===== src/rtl/cm3_excl_arb.sv =====
// Round-robin AHB-lite arbiter that keeps the grant on a master between its exclusive read
// and exclusive write. A down-counter releases the lock if the write never arrives.
//
// state  | meaning
// S_IDLE | no master granted
// S_GNT  | grant held by OWNER, re-arbitrated on each accepted transfer
// S_LOCK | grant frozen on OWNER between exclusive read and write
module cm3_excl_arb #(
  parameter int N_MASTERS    = 2,
  parameter int LOCK_TIMEOUT = 128
) (
  input  logic                         CLK,
  input  logic                         RESETn,
  input  logic                         HALTED,
  input  logic [N_MASTERS-1:0]         REQ,
  input  logic [N_MASTERS-1:0]         EXREQ,
  input  logic [N_MASTERS-1:0]         HWRITE_M,
  input  logic                         HREADY,
  output logic [N_MASTERS-1:0]         GRANT,
  output logic [$clog2(N_MASTERS)-1:0] OWNER,
  output logic                         LOCKED,
  output logic                         TIMEOUT
);

  localparam int OW = $clog2(N_MASTERS);
  localparam int CW = $clog2(LOCK_TIMEOUT);
  localparam logic [CW-1:0]        CNT_LOAD = CW'(LOCK_TIMEOUT - 1);
  localparam logic [N_MASTERS-1:0] ONE_HOT0 = {{(N_MASTERS-1){1'b0}}, 1'b1};

  typedef enum logic [1:0] {S_IDLE, S_GNT, S_LOCK} state_t;

  state_t               state, state_n;
  logic [N_MASTERS-1:0] grant_n;
  logic [OW-1:0]        owner_n, rr_ptr, rr_n, win, idx;
  logic [CW-1:0]        cnt, cnt_n;
  logic                 tout_n, found, others_req, exrd, exwr;

  // First requester strictly after rr_ptr, wrapping; the owner itself is searched last.
  always_comb begin
    win   = rr_ptr;
    idx   = rr_ptr;
    found = 1'b0;
    for (int i = 1; i <= N_MASTERS; i++) begin
      idx = OW'((int'(rr_ptr) + i) % N_MASTERS);
      if (!found && REQ[idx]) begin
        win   = idx;
        found = 1'b1;
      end
    end
  end

  assign others_req = |(REQ & ~(ONE_HOT0 << OWNER));
  assign exrd       = HREADY & EXREQ[OWNER] & ~HWRITE_M[OWNER];
  assign exwr       = HREADY & EXREQ[OWNER] & HWRITE_M[OWNER];

  always_comb begin
    state_n = state;
    grant_n = GRANT;
    owner_n = OWNER;
    rr_n    = rr_ptr;
    tout_n  = 1'b0;
    cnt_n   = (cnt != '0 && !HALTED) ? cnt - CW'(1) : cnt;
    case (state)
      S_IDLE: begin
        if (HREADY && found) begin
          state_n = S_GNT;
          grant_n = ONE_HOT0 << win;
          owner_n = win;
          rr_n    = win;
        end
      end
      S_GNT: begin
        if (exrd) begin
          state_n = S_LOCK;
          cnt_n   = CNT_LOAD;
        end else if (HREADY) begin
          if (others_req) begin
            grant_n = ONE_HOT0 << win;
            owner_n = win;
            rr_n    = win;
          end else if (!REQ[OWNER]) begin
            grant_n = '0;
            state_n = S_IDLE;
          end
        end
      end
      S_LOCK: begin
        // Leaving the lock never moves the grant; re-arbitration waits for the next edge.
        if (exwr) begin
          state_n = S_GNT;
        end else if (HREADY && !REQ[OWNER]) begin
          state_n = S_GNT;
        end else if (exrd) begin
          cnt_n = CNT_LOAD;
        end else if (HREADY && cnt == '0 && !HALTED) begin
          state_n = S_GNT;
          tout_n  = 1'b1;
        end
      end
      default: begin
        state_n = S_IDLE;
        grant_n = '0;
      end
    endcase
  end

  always_ff @(posedge CLK or negedge RESETn) begin
    if (!RESETn) begin
      state   <= S_IDLE;
      GRANT   <= '0;
      OWNER   <= '0;
      rr_ptr  <= OW'(N_MASTERS - 1);
      cnt     <= '0;
      LOCKED  <= 1'b0;
      TIMEOUT <= 1'b0;
    end else begin
      state   <= state_n;
      GRANT   <= grant_n;
      OWNER   <= owner_n;
      rr_ptr  <= rr_n;
      cnt     <= cnt_n;
      LOCKED  <= (state_n == S_LOCK);
      TIMEOUT <= tout_n;
    end
  end

endmodule


===== config.mk =====
export PLATFORM = sky130hd
export DESIGN_NAME = cm3_excl_arb
export DESIGN_NICKNAME = d
export VERILOG_FILES = /design/src/rtl/cm3_excl_arb.sv
export SDC_FILE = /design/constraint.sdc
export NUM_CORES = 1
export LEC_CHECK = 0
export BUFFER_PORTS_ARGS = -buffer_cell sky130_fd_sc_hd__buf_2
export CAP_MARGIN = 15
export CORE_ASPECT_RATIO = 1.1
export CORE_MARGIN = 1.5
export CORE_UTILIZATION = 32
export CTS_CLUSTER_SIZE = 10
export DETAILED_ROUTE_END_ITERATION = 10
export PLACE_DENSITY = 0.55
export REMOVE_ABC_BUFFERS = 1
export SYNTH_ARGS = -nofsm -noshare
export SYNTH_HDL_FRONTEND = slang
export SYNTH_SLANG_ARGS = --single-unit

===== constraint.sdc =====
create_clock -name CLK -period 3.7 [get_ports CLK]
set_clock_uncertainty 0.2 [all_clocks]
set_input_delay 0 -clock CLK [delete_from_list [all_inputs] [get_ports CLK]]
set_output_delay 0 -clock CLK [all_outputs]
set_load 0.1 [all_outputs]

# Word-level counts from Yosys, hierarchy flattened
# Cells that the tools add are included.
[classes]
n_bitwise = 7
n_reduce_logical = 16
shift = 2
addsub = 3
muxes = 45
magnitude_cmp = 3
n_eq_ne = 8
[op_table]
columns = ["cell", "n"]
rows = [
  ["$mux 2", 14],
  ["$mux 7", 4],
  ["$mux 1", 23],
  ["$pmux 7 s2", 1],
  ["$pmux 2 s3", 2],
  ["$reduce_and 5->1", 2],
  ["$ne 2x2->1 const B", 4],
  ["$logic_not 7->1", 1],
  ["$reduce_bool 7->1", 1],
  ["$sub 7x1->7 const B", 1],
  ["$logic_and 1x1->1", 6],
  ["$lt 1x2->1 const B", 3],
  ["$eq 2x2->1 const B", 2],
  ["$shl 1x1->2 const A", 2],
  ["$and 1x1->1", 3],
  ["$logic_not 1->1", 3],
  ["$ne 3x3->1 const B", 1],
  ["$add 1x1->1 const B", 2],
  ["$and 2x2->2", 1],
  ["$eq 2x1->1 const B", 1],
  ["$logic_not 2->1", 1],
  ["$not 1->1", 2],
  ["$not 2->2", 1],
  ["$pmux 1 s2", 1],
  ["2 further kinds", 2],
]
[totals]
elab_cells = 91
regBits = 15
out_inout_bits = 5

# Logic depth before layout (Yosys ltp)
[logic_depth]
ltp_word = 12
depth_mapped = 7
depth_no_buf = 7

# Worst setup path before layout
# No wires, ideal clock.
[synth_path]
path_type = "reg-to-reg"
from = "reg OWNER"
to = "reg state[0]"
stages_incl_launch_ff = 7
t_arrival_ns = 2.041
path_slack_ns = 1.340
n_path_buf = 1
t_required_ns = 3.382
cell_sequence = "dfrtp_1 -> buf_2 -> and4b_1 -> a41oi_1 -> o311a_1 -> o211ai_2 -> and2b_1"
[synth_between]
elab_chain_len = 8
word_cells_on_any_way = 24
classes_between = "1 x shift; 14 x mux; 6 x bitwise; 3 x reduce/logical"
[synth_rtl]
columns = ["item", "line", "source"]
rows = [
  ["from (decl)", "20", "output logic [$clog2(N_MASTERS)-1:0] OWNER,"],
  ["from (signal assigned)", "119", "OWNER <= owner_n;"],
  ["$mux 1 (implied by the code) or $shl 1x1->2 (tied branches)", "53, 54, 52", ""],
  ["$mux 1 (implied by the code) or $not 2->2 (tied branches)", "53, 54, 52", ""],
  ["$and 1x1->1, or another cell as far along", "53, 54", ""],
  ["$and 1x1->1 or $reduce_or 2->1 (tied branches)", "53, 52", ""],
  ["$mux 2, on equally long branches", "93, 77", ""],
  ["$mux 2, on equally long branches", "91, 76", ""],
  ["$mux 2, on equally long branches", "89, 73", ""],
  ["$pmux 2 s3 (*)", "63", "case (state)"],
  ["via state_n[0]", "32", "state_t state, state_n;"],
  ["to (signal assigned)", "117", "state <= state_n;"],
  ["to (decl)", "32", ""],
]
# The timed path passes the listed nets; every way through them passes the cells marked *. The select of a mux whose other input is x is not followed.
# A chain may end at the register's enable or synchronous reset.

# Worst setup path after layout
[layout_path]
from = "reg cnt[0]"
to = "reg TIMEOUT"
[layout_between]
elab_chain_len = 8
[layout_rtl]
columns = ["item", "line", "source"]
rows = [
  ["from (decl)", "35", "logic [CW-1:0] cnt, cnt_n;"],
  ["from (signal assigned)", "121", "cnt <= cnt_n;"],
  ["$logic_not 7->1", "95", "end else if (HREADY && cnt == '0 && !HALTED) begin"],
  ["$logic_and 1x1->1 (2 in series)", "95", ""],
  ["$mux 1", "95", ""],
  ["$mux 1", "93", "end else if (exrd) begin"],
  ["$mux 1", "91", "end else if (HREADY && !REQ[OWNER]) begin"],
  ["$mux 1", "89", "if (exwr) begin"],
  ["$mux 1", "63", ""],
  ["via tout_n", "36", "logic tout_n, found, others_req, exrd, exwr;"],
  ["to (signal assigned)", "123", "TIMEOUT <= tout_n;"],
  ["to (decl)", "22", "output logic TIMEOUT"],
]
# The timed path passes the listed nets, and every way through them passes these cells.

==> out/metrics.yaml <==
status:
  status: "completed"
route:
  ant_nets: 0
  drt_iter0_markers: 22
  vias: 874
  drt_pass1_iterations: 5
  viasPerCell: 5.27
  drc: 0
  finalWirelength_um: 2140
  wire_per_inst_um: 12.9
synth:
  synth_top_flop_cell: "dfrtp_1"
  synthCells: 108
  synth.top_cell.area_share_pct: 33.4
  avgSynthCellArea_sq_um: 9.71
  synth.most_common_cell: "dfrtp_1"
  synth.distinct_cells: 43
  synthTopCellsByArea: "dfrtp_1 (33%), ha_1 (7.2%), o21ai_0 (4.3%)"
  ys_top_cells_by_count: "dfrtp_1 (14), nand2_1 (9), o21ai_0 (9)"
  ys_warn_count: 0
  yosysTopAreaCell: "dfrtp_1"
  synth_edf_count: 0
  synth_area_sq_mm: 0.00105
  ys_ff_latch: 15
  ys_seq_area_share_pct: 35.9
  synthArstFlopShare_pct: 100
worst_setup_path:
  rr_startpoint: "cnt[0]$_DFF_PN0_"
  r2r_cells: 7
  worstSetupPathType: "flip-flop to flip-flop"
  worst_setup_path_start_kind: "flip-flop"
  cp_max_fo: 3
  required_ns: 3.73
  critPathArrivalTime_ns: 2.70
  r2r-end: "TIMEOUT$_DFF_PN0_"
  end_kind: "flip-flop"
  reg2reg_slack_ns: 1.04
sta:
  fin_crit_ns: 2.67
  rsz0062_at_grt: "false"
  worstMarginPinSlew_ns: 0.684
  fin_crit_sh_pct: 72.0
  setup-tns-final_ns: 0
  slew_viol_final: 0
  slew_headroom_pct: 54.3
  finalSetupViolCount: 0
  fmax_ghz: 0.375
  setup_ws_ns: 1.04
  hold_violations: 0
pwr:
  leakagePower_nw: 0.556
  powerDensity_mw_per_mm2: 829
  vdd.ir_drop.worst_mv: 0.501
grt:
  met1_usage_pct: 15.7
  overflow: 0
  grtUsageMet3_pct: 4.35
  grt_pass1_wl_um: 3710
  top_usage_layer: "met2"
  antenna_found_initial: 0
  grt_start_max_net_pins: 15
  groute.usage.overall_pct: 13.2
  grt_pass1_vias: 864
  grtUsageMet2_pct: 22.4
run:
  drv_cap: 0
cells_and_area:
  nNetsFinal: 149
  fillers: 302
  drive_above_1_share_pct: 19.7
  syn_to_final_growth_pct: 19.9
  n_antenna_cell: 0
  stdcell_count: 166
clock_tree:
  cts_resized: 0
  clock_sinks: 15
  clock_path_buffers: 2
  numCtsBuffers: 3
  clk_pin_slew_ns: 0.10
  root_buffer: "clkbuf_4"
  worstSkewPairLatency_ns: 0.29
  cts_tree: "yes"
  h-tree-depth: 1
min_path:
  hold_class: "input port to flip-flop"
  holdPathStages: 5
  min-delay-start: "EXREQ[0]"
  min_to: "LOCKED$_DFF_PN0_"
floorplan:
  core_sq_mm: 0.00307
  io_pins: 15
  initial_utilization_pct: 34.1
  die-area_sq_mm: 0.00363
  rows: 21
  die_y_um: 63.0
  fp.dieW_um: 57.6
placement:
  post-place-cells: 153
  gp_congestion: 0.778
  io_buffer_count: 14
  dp_hpwl_um: 1590
  post-place-ws_ns: 1.72
==> worst max-delay path, stage by stage, from the launching register on <==
cell	delay, ns
dfrtp_1	0.43
inv_1	0.11
ha_1	0.16
nor4bb_1	0.23
dlygate4sd3_1	0.58
nand2_1	0.05
nor4b_1	0.26
dlygate4sd3_1	0.58
==> per-stage QoR <==
| stage | hold slack [ns] | util, % | area (sq um) | total power, mW |
|---|---|---|---|---|
| final | 0.0157 | 40.9 | 1260 | 1.04 |
| after global routing | 0.0362 | 40.9 | 1260 | 1.13 |
| after CTS | 0.00974 | 40.9 | 1260 | 1.05 |
| after detailed placement | -0.263 | 37.1 | 1140 | 0.930 |
| after global placement | -0.268 | 37.1 | 1140 | 0.921 |
| after floorplan | -0.496 | - | 1030 | 0.813 |
==> area by class of cell <==
cell class,count,area (sq um),share of cell area (%)
flip-flops and latches,15,377,30.0
well taps,34,42.5,3.38
inverters,7,26.3,2.09
repair buffers,23,160,12.7
clock buffers,4,26.3,2.09
multi-input cells,83,626,49.8
==> power breakdown <==
group,internal (mW),switching [mW]
Combinational,0.242,0.378
Clock,0.0419,0.0581
Sequential,0.236,0.0854
==> placed cells by master, fill, tap and decap left out, types with 2 or more instances in the layout <==
cell type       n
dfrtp_1        14
buf_2          14
nand2_1         9
o21ai_0         9
dlygate4sd3_1   9
inv_1           7
nand3_1         7
ha_1            6
nor2_1          4
a21oi_1         4
xor2_1          3
xnor2_1         3
mux2_2          3
clkbuf_4        3
nand2b_1        2
o211ai_2        2
and2b_1         2
a211oi_1        2
a21o_1          2
o21ai_1         2
a31oi_1         2
==> logic make-up (layout without fill, tap and decap cells) <==
family | after synthesis | count (layout) | share of synthesized area (%)
flip-flops | 15 | 15 | 35.9
adder cells (fa/ha/maj) | 6 | 6 | 7.16
AND/OR/NAND/NOR | 36 | 36 | 22.9
AO/OA/AOI/OAI | 30 | 30 | 19.3
multiplexers | 5 | 5 | 5.25
XOR/XNOR | 6 | 6 | 5.01
buffers and inverters | 10 | 34 | 4.41
==> state kept, by name, indices dropped and copies added, names as in the netlist <==
register  count
GRANT         2
LOCKED        1
OWNER         1
TIMEOUT       1
cnt           7
rr_ptr        1
state         2
==> how the worst max path moves through the flow <==
stage / start / to / slack, ns / cells past startpoint
finish: cnt[0]$_DFF_PN0_ / TIMEOUT$_DFF_PN0_ / 1.04 / 7
global route: cnt[0]$_DFF_PN0_ / TIMEOUT$_DFF_PN0_ / 0.84 / 7
CTS: cnt[0]$_DFF_PN0_ / TIMEOUT$_DFF_PN0_ / 1.00 / 7
detailed placement: cnt[0]$_DFF_PN0_ / cnt[3]$_DFF_PN0_ / 1.72 / 7
global placement: cnt[0]$_DFF_PN0_ / cnt[3]$_DFF_PN0_ / 1.74 / 7
floorplan: OWNER$_DFFE_PN0P_ / OWNER$_DFFE_PN0P_ / 1.32 / 5
==> routing by layer <==
| metal | wire length (um) | share of wire, % | up-vias |
|---|---|---|---|
| met5 | 0 | 0 | - |
| li1 | - | - | 448 |
| met3 | 77 | 3.6 | 2 |
| met2 | 1070 | 50 | 12 |
| met4 | 18 | 0.84 | 0 |
| met1 | 971 | 45 | 412 |
==> what timing repair did <==
item / 4_1_cts / 5_1_grt
hold buffers: 9 / 0
endpoints found under the hold margin: 20 / 0
setup buffers: 0 / 0
setup endpoints to repair: 0 / 0
Power figures use the tool's default switching activity.
